File: src/rtl/bp_pht_update_ctrl.sv
// gshare PHT update sequencer: queues M-stage resolutions, owns the retired GHR,
// and drives a single sync-read RAM port (init sweep, then read-modify-write).
module bp_pht_update_ctrl #(
  parameter int unsigned PHT_DEPTH  = 6,
  parameter int unsigned FIFO_DEPTH = 4
) (
  input  logic                 clk,
  input  logic                 rst,
  input  logic                 branchM,
  input  logic                 actual_takeM,
  input  logic                 pred_takeM,
  input  logic [31:0]          pcM,
  output logic [PHT_DEPTH-1:0] pht_addr,
  output logic                 pht_we,
  output logic [1:0]           pht_wdata,
  input  logic [1:0]           pht_rdata,
  output logic [PHT_DEPTH-1:0] ghr_retire,
  output logic                 recover,
  output logic                 stall,
  output logic                 init_busy,
  output logic                 overflow,
  output logic [31:0]          branch_cnt,
  output logic [31:0]          mispred_cnt
);

  localparam int unsigned PW = $clog2(FIFO_DEPTH);
  localparam int unsigned CW = PW + 1;

  typedef enum logic [1:0] {S_INIT, S_IDLE, S_READ, S_WRITE} state_t;

  state_t                 state_q, state_d;
  logic [PHT_DEPTH-1:0]   sweep_q, sweep_d;
  logic [PHT_DEPTH-1:0]   fifo_idx_q [FIFO_DEPTH];
  logic                   fifo_tk_q  [FIFO_DEPTH];
  logic [PW-1:0]          wr_ptr_q, rd_ptr_q;
  logic [CW-1:0]          count_q;
  logic [PHT_DEPTH-1:0]   work_idx_q;
  logic                   work_tk_q;
  logic [PHT_DEPTH-1:0]   ghr_q;
  logic [31:0]            bcnt_q, mcnt_q;
  logic                   ovf_q, rec_q;

  logic                   in_init, br_ok, full, push, pop;
  logic [PHT_DEPTH-1:0]   enq_idx;
  logic [1:0]             sat_val;
  logic                   unused_pc;

  assign unused_pc = ^{pcM[31:PHT_DEPTH+2], pcM[1:0]};

  assign in_init = (state_q == S_INIT);
  assign br_ok   = branchM & ~in_init;
  assign full    = (count_q == CW'(FIFO_DEPTH));
  assign push    = br_ok & ~full;
  assign enq_idx = pcM[PHT_DEPTH+1:2] ^ ghr_q;

  always_comb begin
    sat_val = pht_rdata;
    if (work_tk_q) begin
      if (pht_rdata != 2'b11) sat_val = pht_rdata + 2'd1;
    end else begin
      if (pht_rdata != 2'b00) sat_val = pht_rdata - 2'd1;
    end
  end

  always_comb begin
    state_d   = state_q;
    sweep_d   = sweep_q;
    pop       = 1'b0;
    pht_addr  = '0;
    pht_we    = 1'b0;
    pht_wdata = 2'b10;
    case (state_q)
      S_INIT: begin
        pht_addr = sweep_q;
        pht_we   = 1'b1;
        sweep_d  = sweep_q + 1'b1;
        if (sweep_q == '1) state_d = S_IDLE;
      end
      S_IDLE: begin
        if (count_q != '0) begin
          pop     = 1'b1;
          state_d = S_READ;
        end
      end
      S_READ: begin
        pht_addr = work_idx_q;
        state_d  = S_WRITE;
      end
      S_WRITE: begin
        pht_addr  = work_idx_q;
        pht_we    = 1'b1;
        pht_wdata = sat_val;
        if (count_q != '0) begin
          pop     = 1'b1;
          state_d = S_READ;
        end else begin
          state_d = S_IDLE;
        end
      end
      default: state_d = S_INIT;
    endcase
    // reset is synchronous, so suppress the in-flight write combinationally
    if (rst) pht_we = 1'b0;
  end

  always_ff @(posedge clk) begin
    if (rst) begin
      state_q    <= S_INIT;
      sweep_q    <= '0;
      wr_ptr_q   <= '0;
      rd_ptr_q   <= '0;
      count_q    <= '0;
      work_idx_q <= '0;
      work_tk_q  <= 1'b0;
      ghr_q      <= '0;
      bcnt_q     <= '0;
      mcnt_q     <= '0;
      ovf_q      <= 1'b0;
      rec_q      <= 1'b0;
    end else begin
      state_q <= state_d;
      sweep_q <= sweep_d;
      if (push) begin
        fifo_idx_q[wr_ptr_q] <= enq_idx;
        fifo_tk_q[wr_ptr_q]  <= actual_takeM;
        wr_ptr_q             <= wr_ptr_q + 1'b1;
      end
      if (pop) begin
        work_idx_q <= fifo_idx_q[rd_ptr_q];
        work_tk_q  <= fifo_tk_q[rd_ptr_q];
        rd_ptr_q   <= rd_ptr_q + 1'b1;
      end
      count_q <= count_q + CW'(push) - CW'(pop);
      rec_q   <= br_ok & (actual_takeM != pred_takeM);
      if (br_ok) begin
        ghr_q  <= {ghr_q[PHT_DEPTH-2:0], actual_takeM};
        bcnt_q <= bcnt_q + 32'd1;
        if (actual_takeM != pred_takeM) mcnt_q <= mcnt_q + 32'd1;
        if (full) ovf_q <= 1'b1;
      end
    end
  end

  assign ghr_retire  = ghr_q;
  assign recover     = rec_q;
  assign overflow    = ovf_q;
  assign branch_cnt  = bcnt_q;
  assign mispred_cnt = mcnt_q;
  assign init_busy   = rst | in_init;
  assign stall       = rst | in_init | (count_q >= CW'(FIFO_DEPTH - 1));

endmodule

File: config.mk
export PLATFORM = sky130hd
export DESIGN_NAME = bp_pht_update_ctrl
export DESIGN_NICKNAME = d
export VERILOG_FILES = /design/src/rtl/bp_pht_update_ctrl.sv
export SDC_FILE = /design/constraint.sdc
export NUM_CORES = 1
export LEC_CHECK = 0
export BUFFER_PORTS_ARGS = -buffer_cell sky130_fd_sc_hd__buf_2
export CORE_MARGIN = 5
export CORE_UTILIZATION = 49
export DETAILED_ROUTE_END_ITERATION = 6
export GPL_TIMING_DRIVEN = 0
export PLACE_DENSITY = 0.75
export SYNTH_ARGS = -nofsm -noshare
export SYNTH_HDL_FRONTEND = slang
export SYNTH_SLANG_ARGS = --single-unit
File: constraint.sdc
create_clock -name clk -period 2.15 [get_ports clk]
set_clock_uncertainty 0.05 [all_clocks]
set_input_delay 0.215 -clock clk [delete_from_list [all_inputs] [get_ports clk]]
set_output_delay 0.215 -clock clk [all_outputs]
set_load 0.05 [all_outputs]
==> impl_results.md, run 1 <==
- Outcome: finished clean
- CTS H-tree depth: 4
- FFs w/ async S/R, synth: 0%
- Worst reg-to-reg setup slack: roughly 0.054 ns
- Cts bufs inserted: 17
- Worst path slowest cell: or4_4
- Area growth from synthesis to layout: 29.8%
- Power share of the clock group: 50.3%
- N_diodes: 0
- Critical path depth: 7
- RR Startpoint: state_q[1]$_SDFFE_PP0P_
- # port buffers: 95
- Worst path top cell family by delay: simple AND/OR/NAND/NOR gates
- Final setup viols: 0
- Met1 GRT Util: between 20 and 30%
- Power Density: 892 mW/mm^2
- Net switching power: around 1.6 mW
- RSZ-0062 raised after global routing: yes
- Hold-fix buffers, CTS: 0
- Vias in the first global route: about 4900
- Period utilisation layout: between 90% and 100%
- Final net count: 760
- CP Class: reg -> reg
- Sw Share: 24.9%
- Number of routed nets with antenna violations: 0
- Core ar.: 0.0113 mm^2
- Initial antenna violation count: 0
- Grt met3 use: 6.53%
- Cells after Synth: about 590
- Hold Fails Final Rpt: 0
- FMAX: 477 MHz
- Starting density of the core: between 40% and 50%
- Clock sinks: 122
- Global-route usage over all layers: 22.2%
- HP Class: in -> reg
- First drt pass iteration count: 7
- WL/cell: 17.2 um
- Clk_lat worst skew: 0.42 ns
- Clock transition at path regs: 0.06 ns
- Sequential share of power: around 38%
- Slew margin rel.: approximately 54%
- Min-delay src: actual_takeM
- Internal power: 4.90 mW
- Busiest metal layer after global routing: met2
- Crit-path max cell delay: 0.47 ns
- Yosys Warn Count: 0
- Via/cell ratio: 5.78
- Dpl hpwl: 9.87 mm
- Startpoint type of the worst setup path: flop
- Pin count of the biggest net entering global routing: 17
- Initial DRC count: 289
- Lkg Pwr: approximately 2.8 nW
- Seq/Total Area, Yosys: 48.4%
- Worst-path fanout max: 8
- DRC: 0
- CP Capture Type: flop
- Die X: between 100 and 150 um
- GRT Residual Overflow: 0
- First-pass GRT wire length: 23.7 mm
- Logic pwr share: 11.9%
- FF-to-FF path depth: 7
- Synth area leader: dfxtp_1
- Net Count, Synth: 638
- Post-route minimum period: 2.10 ns
- Main synth FF type: dfxtp_1
- Die ar.: 0.0137 mm^2
- Max-slew violations: 0
- R2r endpoint: mispred_cnt[21]$_SDFFE_PP0P_
- Synth cell types: 53
- CTS root buf: clkbuf_16
- CP required: 2.45 ns
- Critical path, cell by cell: inv_4 -> ha_4 -> and4b_2 -> nand4_1 -> buf_4 -> or4_4 -> a21oi_2
- Worst Tran Pin Value: 0.695 ns
- Worst Hold Depth: 1
- #FFs+latches synth: 122
- Worst vdd ir: about 0.00051 V
- Share of Yosys cell area claimed by the top area cell type: 33.4%
- Max capacitance violation total: 0
- CTS max path bufs: 2
- Sum of negative setup slack: 0 ns
- Synthesized area per cell: just under 10 um^2
- WL final: 14.9 mm
- Final GP Congestion: approximately 0.85
- Hold path endpoint: fifo_tk_q[2]$_DFFE_PP_
- Worst Path Buf+Inv: 2
- Final core utilization: between 60 and 70%
- Via count: between 4000 and 5000
- Top cells by area, synth: dfxtp_1, edfxtp_1, a21oi_1
- Worst EP arrival: approximately 2.4 ns
- Share of cells above drive strength 1: 31.5%
- Number of enable flip-flop cells after synthesis: 28
- M2 GR Usage: 36.0%
- IO Count: approximately 120
- TritonCTS clock tree: done
- Cell Rows: 39
- Die Y: 117 um
- Mapped Area: 0.00563 mm^2
==> placed cells by master (no fill, tap or decap), types with 12 or more instances in the layout <==
| master | n |
|---|---|
| nand4_1 | 19 |
| xnor2_1 | 14 |
| a21oi_1 | 48 |
| o31ai_1 | 17 |
| nor2_1 | 49 |
| or4_1 | 14 |
| edfxtp_1 | 28 |
| dfxtp_2 | 20 |
| xor2_1 | 20 |
| inv_1 | 14 |
| dfxtp_1 | 72 |
| nand3_1 | 18 |
| o21ai_0 | 17 |
| buf_4 | 23 |
| nor2b_1 | 12 |
| buf_2 | 89 |
| nand2_1 | 56 |
| clkbuf_16 | 17 |
| or3_1 | 14 |
==> routing by layer <==
layer	part of all wire (%)	routed length, um	up-vias
met2	49	7300	180
li1	-	-	2394
met1	41	6150	2374
met5	0	0	-
met3	6.7	993	39
met4	2.9	435	0
==> worst max-delay path by stage <==
stage / start / endpoint / slack, ns
floorplan: state_q[0]$_SDFFE_PP0P_ / mispred_cnt[29]$_SDFFE_PP0P_ / 0.0006
global placement: state_q[0]$_SDFFE_PP0P_ / mispred_cnt[18]$_SDFFE_PP0P_ / -0.36
detailed placement: state_q[0]$_SDFFE_PP0P_ / mispred_cnt[16]$_SDFFE_PP0P_ / -0.39
CTS: state_q[0]$_SDFFE_PP0P_ / branch_cnt[29]$_SDFFE_PP0P_ / -0.06
global route: state_q[0]$_SDFFE_PP0P_ / mispred_cnt[21]$_SDFFE_PP0P_ / -0.03
finish: state_q[1]$_SDFFE_PP0P_ / mispred_cnt[21]$_SDFFE_PP0P_ / 0.05
==> synthesized netlist by cell type, types with 3 or more instances <==
cell type / instances
nor3_1: 12
or3_1: 15
or4_1: 19
nand3_1: 19
and2_1: 7
clkbuf_1: 25
inv_1: 16
xnor2_1: 14
o21ai_0: 17
nor2_1: 49
mux4_2: 7
and4_1: 10
and3_1: 5
buf_1: 3
mux2_2: 7
nor2b_1: 13
ha_1: 13
dfxtp_1: 94
a22oi_1: 6
nor4_1: 7
xor2_1: 20
nand4_1: 19
nand2_1: 57
edfxtp_1: 28
a21oi_1: 53
o31ai_1: 17
==> logic make-up after synthesis <==
group                      after synthesis  synth area share (%)
AOI/OAI and AO/OA                      106                  11.2
adders and majority gates               15                  3.42
and+or+nand+nor                        244                  23.5
muxes                                   17                  4.76
buffers and inverters                   46                  3.22
DFF                                    122                  48.4
xor gates and xnor gates                35                  5.58
==> flip-flops by register name, summed over array words and instances, names as in the netlist <==
signal,flops
overflow,1
fifo_tk_q,4
rd_ptr_q,2
mispred_cnt,32
state_q,2
fifo_idx_q,24
branch_cnt,32
sweep_q,6
count_q,3
work_tk_q,1
work_idx_q,6
wr_ptr_q,2
ghr_retire,6
recover,1
==> through the flow <==
step	std cells	hold WS, ns	setup WS (ns)	area, um^2	total power [mW]
floorplan	585	0.264	0.000583	5700	3.00
global placement	823	0.399	-0.362	6360	3.16
global route	863	0.0359	-0.0268	7310	6.76
detailed placement	823	0.404	-0.394	6360	3.18
finish	863	0.0466	0.0536	7310	6.52
CTS	864	0.0309	-0.0644	7200	6.50
==> repair_timing <==
item | in CTS | in global routing
resized for setup | 25 | 34
pin swaps | 8 | 7
buffers inserted | 14 | 4
setup endpoints to repair | 75 | 49
==> cell type report <==
cell class | count | area, um^2
multi-input cells | 417 | 2900
clock buffers | 18 | 439
fillers | 867 | 4010
plain buffers | 20 | 91.3
flip-flops and latches | 122 | 2760
well taps | 143 | 179
repair buffers | 113 | 637
inverters | 16 | 65.1
clock inverters | 14 | 243
==> power groups by stage <==
stage                     clock network, mW  logic (mW)  registers (mW)
after global placement                    0       0.648            2.51
after CTS                              3.32       0.720            2.46
after detailed placement                  0       0.670            2.51
final                                  3.28       0.775            2.47
after floorplan                           0       0.473            2.52
after global routing                   3.45       0.833            2.48
No activity file was read; power rests on OpenSTA's default activity.
==> inputs of run 2 (changes only) <==
--- a/config.mk
+++ b/config.mk
@@ -7,10 +7,11 @@
 export LEC_CHECK = 0
 export BUFFER_PORTS_ARGS = -buffer_cell sky130_fd_sc_hd__buf_2
 export CORE_MARGIN = 5
-export CORE_UTILIZATION = 49
+export CORE_UTILIZATION = 51
+export CTS_BUF_LIST = sky130_fd_sc_hd__clkbuf_8
 export DETAILED_ROUTE_END_ITERATION = 6
 export GPL_TIMING_DRIVEN = 0
-export PLACE_DENSITY = 0.75
+export PLACE_DENSITY = 0.78
 export SYNTH_ARGS = -nofsm -noshare
 export SYNTH_HDL_FRONTEND = slang
 export SYNTH_SLANG_ARGS = --single-unit
==> impl_results.md, run 2 (synthesis gave the netlist of run 1 again) <==
- TritonCTS clock tree: done
- GRT Residual Overflow: 0 (unchanged)
- Hold Fails Final Rpt: 0 (unchanged)
- Startpoint type of the worst setup path: flop
- First drt pass iteration count: 5 (-2)
- Most frequent cells in the layout: buf_2, dfxtp_1, nand2_1, a21oi_1, nor2_1
- Lkg Pwr: 2.62 nW (-5.8%)
- Fill cells: 853 (-1.6%)
- Initial DRC count: 286 (-1.0%)
- Internal power: 3.85 mW (-21%)
- Worst Path Buf+Inv: 1 (-1)
- FMAX: 467 MHz (-2.1%)
- Via count: 4927 (-1.2%)
- Initial antenna violation count: 1 (+1)
- Most common cell after layout, fill and taps aside: buf_2
- DRC: 0 (unchanged)
- Final setup viols: 0 (unchanged)
- Worst Tran Pin Value: 0.719 ns (+0.0239 ns)
- Area of the multi-input gates: 0.00287 mm^2 (-0.99%)
- Cell Rows: 38 (-2.6%)
- Power Density: 758 mW/mm^2 (-15%)
- Max capacitance violation total: 0 (unchanged)
- CTS H-tree depth: 4 (unchanged)
- Crit-path max cell delay: 0.44 ns (-0.03 ns)
- Logic pwr share: 14.4% (+2.5 points)
- Outcome: finished clean
- Worst-path fanout max: 10 (+2)
- Max-slew violations: 0 (unchanged)
- Slew margin rel.: 52.1% (-1.6 points)
- WL/cell: 16.3 um (-5.4%)
- RSZ-0062 raised after global routing: yes
- CP required: 2.43 ns (-0.02 ns)
- Die ar.: 0.0132 mm^2 (-3.6%)
- Via/cell ratio: 5.75 (-0.51%)
- CP Capture Type: flop
- Sequential share of power: 46.6% (+8.7 points)
- Hold-fix buffers, CTS: 0 (unchanged)
- Cts bufs inserted: 17 (unchanged)
- N_diodes: 0 (unchanged)
- First-pass GRT wire length: 22.9 mm (-3.3%)
- Pin count of the biggest net entering global routing: 17 (unchanged)
- Worst reg-to-reg setup slack: 0.008 ns (-0.05 ns)
- Worst path top cell family by delay: simple AND/OR/NAND/NOR gates
- HP Class: in -> reg
- Area growth from synthesis to layout: 23.9%
- Clock transition at path regs: 0.07 ns (about the same)
- Global-route usage over all layers: 21.8% (-0.42 points)
- Dpl hpwl: 9.77 mm (-0.96%)
- Starting density of the core: 51.9% (+2.2 points)
- Core ar.: 0.0108 mm^2 (-4.2%)
- Final hold slack: 0.0363 ns (-0.0104 ns)
- Share of cells above drive strength 1: 30.0% (-1.5 points)
- CTS max path bufs: 2 (unchanged)
- Net switching power: 1.44 mW (-11%)
- Final GP Congestion: 0.861 (+1.4%)
- IO Count: 122 (unchanged)
- Register area: 0.00276 mm^2 (unchanged)
- CP Class: reg -> reg
- Clk_lat worst skew: 0.44 ns (+0.02 ns)
- WL final: 14.0 mm (-6.0%)
- Die Y: 115 um (-1.8%)
- Sw Share: 27.2% (+2.3 points)
- Final core utilization: 64.4% (-0.21 points)
- Period utilisation layout: 99.6% (+2.1 points)
- Number of routed nets with antenna violations: 0 (unchanged)
- Worst path slowest cell: or3_4
- Critical path, cell by cell: inv_4 -> ha_4 -> nand4b_4 -> or3_4 -> or4_4 -> mux2_4
- CTS root buf: clkbuf_8
- # port buffers: 95 (unchanged)
- Vias in the first global route: 4775 (-3.2%)
- Worst EP arrival: 2.42 ns (+0.02 ns)
- Final net count: 757 (-0.39%)
- Post-route minimum period: 2.14 ns (+0.0461 ns)
- Worst vdd ir: 0.000368 V (-28%)
- Clock sinks: 122 (unchanged)
- Die X: 115 um (-1.8%)
- Power share of the clock group: 39.0% (-11 points)
## run 2: final timing paths
kind / cells after the start / to / start
max: 6 / branch_cnt[29]$_SDFFE_PP0P_ / state_q[0]$_SDFFE_PP0P_
min: 1 / fifo_tk_q[2]$_DFFE_PP_ / actual_takeM
max reg2reg: 6 / branch_cnt[29]$_SDFFE_PP0P_ / state_q[0]$_SDFFE_PP0P_
min reg2reg: 2 / work_idx_q[0]$_SDFFE_PP0P_ / work_idx_q[0]$_SDFFE_PP0P_
## run 2: power groups by stage
stage               clock network (mW)  registers (mW)  logic, mW
finish                            2.06            2.46      0.760
global route                      2.19            2.47      0.823
CTS                               2.09            2.46      0.700
detailed placement                   0            2.51      0.657
global placement                     0            2.51      0.644
floorplan                            0            2.52      0.473
## run 2: routing by layer
| layer | global-route usage (%) | wire [um] |
|---|---|---|
| met1 | 28.3 | 6080 |
| met2 | 34.1 | 6600 |
| met3 | 5.58 | 962 |
| met4 | 10.0 | 329 |
| met5 | 0 | 7 |
## run 2: metrics by stage
stage                     power, mW  instance area (um^2)  TNS (ns)  worst slack [ns]  cells
after floorplan                3.00                  5700         0          0.000583    585
after global placement         3.15                  6350     -6.08            -0.352    820
after detailed placement       3.17                  6350     -8.99            -0.426    820
after CTS                      5.25                  6900   -0.0518           -0.0184    859
after global routing           5.49                  6980    -0.187           -0.0436    857
final                          5.29                  6980         0           0.00755    857
## run 2: area by class of cell
class	instances	share of cell area (%)
sequential	122	39.5
inverter	16	0.897
timing repair buffer	110	8.91
multi-input combinational	417	41.2
tap	140	2.51
clock inverter	14	2.22
clock buffer	18	3.55
buffer	20	1.26
## run 2: worst register-to-register path: cells and delay by family (launching register included)
| family | cells | cell delay [ns] |
|---|---|---|
| adders and majority gates | 1 | 0.20 |
| buffers and inverters | 1 | 0.04 |
| DFF | 1 | 0.37 |
| muxes | 1 | 0.31 |
| and+or+nand+nor | 3 | 1.08 |
## run 2: timing repair
| action | CTS | global route |
|---|---|---|
| pin swaps | 5 | 2 |
| endpoints found under the setup margin | 78 | 38 |
| gates resized for setup | 27 | 21 |
| setup buffers | 12 | 3 |
==> inputs of run 3 (changes only) <==
--- a/config.mk
+++ b/config.mk
@@ -7,11 +7,12 @@
 export LEC_CHECK = 0
 export BUFFER_PORTS_ARGS = -buffer_cell sky130_fd_sc_hd__buf_2
 export CORE_MARGIN = 5
-export CORE_UTILIZATION = 51
+export CORE_UTILIZATION = 50
 export CTS_BUF_LIST = sky130_fd_sc_hd__clkbuf_8
 export DETAILED_ROUTE_END_ITERATION = 6
 export GPL_TIMING_DRIVEN = 0
-export PLACE_DENSITY = 0.78
+export PLACE_DENSITY = 0.76
+export SLEW_MARGIN = 0
 export SYNTH_ARGS = -nofsm -noshare
 export SYNTH_HDL_FRONTEND = slang
 export SYNTH_SLANG_ARGS = --single-unit
==> impl_results.md, run 3 (synthesis gave the netlist of run 1 again) <==
- Starting density of the core: 51.5% (-0.45 points)
- FMAX: 474 MHz (+1.5%)
- Max capacitance violation total: 0 (unchanged)
- Share of cells above drive strength 1: 30.4% (+0.42 points)
- Outcome: finished clean
- Pin count of the biggest net entering global routing: 17 (unchanged)
- FF-to-FF path depth: 6 (unchanged)
- Grt met3 use: 6.94% (+1.4 points)
- Final setup viols: 0 (unchanged)
- Crit-path max cell delay: 0.43 ns (about the same)
- Fill cells: 872 (+2.2%)
- Logic pwr share: 13.0% (-1.4 points)
- CTS root buf: clkbuf_8
- Sw Share: 26.1% (-1.1 points)
- Busiest metal layer after global routing: met2
- Cell Area, Placed: 0.00635 mm^2 (unchanged)
- Power Density: 820 mW/mm^2 (+8.3%)
- Post-route minimum period: 2.11 ns (-0.0307 ns)
- WL/cell: 17.1 um (+4.7%)
- Period utilisation layout: 98.2% (-1.4 points)
- Die Y: 116 um (+0.91%)
- Core ar.: 0.0109 mm^2 (+0.88%)
- Critical path, cell by cell: inv_4 -> ha_4 -> nand4b_4 -> or3_4 -> or4_4 -> mux2_4
- Area growth from synthesis to layout: 25.9%
- Initial DRC count: 255 (-11%)
- Register area: 0.00276 mm^2 (unchanged)
- First-pass GRT wire length: 23.6 mm (+3.1%)
- Worst vdd ir: 0.000380 V (+3.3%)
- RSZ-0062 raised after global routing: yes
- Worst EP arrival: 2.41 ns (about the same)
- # port buffers: 95 (unchanged)
- Clk_lat worst skew: 0.46 ns (+0.02 ns)
- Die ar.: 0.0135 mm^2 (+1.8%)
- Cell area after layout: 0.00709 mm^2 (+1.6%)
- Most frequent cells in the layout: buf_2, dfxtp_1, nand2_1, a21oi_1, nor2_1
- Die X: 116 um (+0.91%)
- DRC: 0 (unchanged)
- Cts bufs inserted: 17 (unchanged)
- TritonCTS clock tree: done
- Hold-fix buffers, CTS: 0 (unchanged)
- Power share of the clock group: 44.6% (+5.6 points)
- CTS H-tree depth: 4 (unchanged)
- Max-slew violations: 0 (unchanged)
- N_diodes: 0 (unchanged)
- Worst-path fanout max: 8 (-2)
- Vias in the first global route: 4910 (+2.8%)
- Slew margin rel.: 54.9% (+2.8 points)
- CP Class: reg -> reg
- First drt pass iteration count: 4 (-1)
- CP required: 2.45 ns (+0.02 ns)
- Via count: 4925 (-0.041%)
- Most common cell after layout, fill and taps aside: buf_2
- Dpl hpwl: 10.0 mm (+2.8%)
- M2 GR Usage: 36.8% (+2.6 points)
- Final GP Congestion: 0.832 (-3.4%)
- Met1 GRT Util: 27.4% (-0.92 points)
- Clock transition at path regs: 0.08 ns (about the same)
- Worst Hold Depth: 1 (unchanged)
- Hold Fails Final Rpt: 0 (unchanged)
- Critical path depth: 6 (unchanged)
- Final net count: 757 (unchanged)
- Net switching power: 1.52 mW (+5.5%)
- CP Capture Type: flop
- Area of the multi-input gates: 0.00288 mm^2 (+0.35%)
- Internal power: 4.30 mW (+12%)
- Number of routed nets with antenna violations: 0 (unchanged)
- Worst path top cell family by delay: simple AND/OR/NAND/NOR gates
- Sequential share of power: 42.5% (-4.1 points)
- Global-route usage over all layers: 22.4% (+0.68 points)
- Final Total Pwr: 5.82 mW (+10%)
- Worst Tran Pin Value: 0.677 ns (-0.0415 ns)
- WL final: 14.6 mm (+4.7%)
- Worst path slowest cell: or4_4
- Worst Path Buf+Inv: 1 (unchanged)
- HP Class: in -> reg
- Startpoint type of the worst setup path: flop
- CTS max path bufs: 2 (unchanged)
- IO Count: 122 (unchanged)
- Clock sinks: 122 (unchanged)
- Initial antenna violation count: 0 (-1)
- Cell Rows: 38 (unchanged)
- Lkg Pwr: 2.67 nW (+1.9%)
- Final hold slack: 0.0416 ns (+0.00538 ns)
- GRT Residual Overflow: 0 (unchanged)
- Via/cell ratio: 5.75 (about the same)
==> run 3: cell types whose count changed in the layout (fill, tap and decap cells not counted), moves of 2 or more <==
cell	before	now
bufinv_16	3	7
buf_4	17	20
clkinv_1	3	0
buf_6	5	3
clkinv_4	2	4
==> run 3: final timing paths <==
path                                            startpoint                          end  slack (ns)
worst max-delay path               state_q[1]$_SDFFE_PP0P_  branch_cnt[29]$_SDFFE_PP0P_        0.04
worst min-delay path                          actual_takeM       fifo_tk_q[0]$_DFFE_PP_        0.04
worst max register to register     state_q[1]$_SDFFE_PP0P_  branch_cnt[29]$_SDFFE_PP0P_        0.04
worst min register to register  work_idx_q[4]$_SDFFE_PP0P_   work_idx_q[4]$_SDFFE_PP0P_        0.42
==> run 3: layout make-up <==
type / instances / area share [%]
clock buffer: 17 / 3.30
timing repair buffer: 110 / 8.67
buffer: 20 / 1.27
multi-input combinational: 417 / 40.7
inverter: 16 / 0.918
sequential: 122 / 38.9
clock inverter: 15 / 3.85
tap: 140 / 2.47
==> run 3: per-stage QoR <==
step / utilization [%] / setup WS, ns / setup TNS [ns] / cells
2_1_floorplan: - / 0.000583 / 0 / 585
3_3_place_gp: 58.1 / -0.345 / -5.80 / 820
6_report: 64.8 / 0.0382 / 0 / 857
5_1_grt: 64.8 / -0.00300 / -0.00300 / 857
3_5_place_dp: 58.1 / -0.441 / -9.64 / 820
4_1_cts: 63.7 / -0.0778 / -0.140 / 856
==> run 3: layer usage <==
layer  part of all wire (%)  vias to the layer above
met3                    7.3                       21
met4                    1.9                        0
met5                      0                        -
met2                     50                      156
met1                     41                     2375
li1                       -                     2373
==> run 3: repair_timing <==
action                     CTS  global route
gates resized for setup     26            24
setup endpoints to repair   78            68
buffers inserted             8             7
pin swaps                    4             3
==> run 3: power by group through the flow <==
stage	Clock [mW]	Sequential, mW	Combinational [mW]
2_1_floorplan	0	2.52	0.473
3_3_place_gp	0	2.51	0.643
3_5_place_dp	0	2.51	0.663
4_1_cts	2.61	2.46	0.676
5_1_grt	2.73	2.48	0.813
6_report	2.59	2.47	0.753
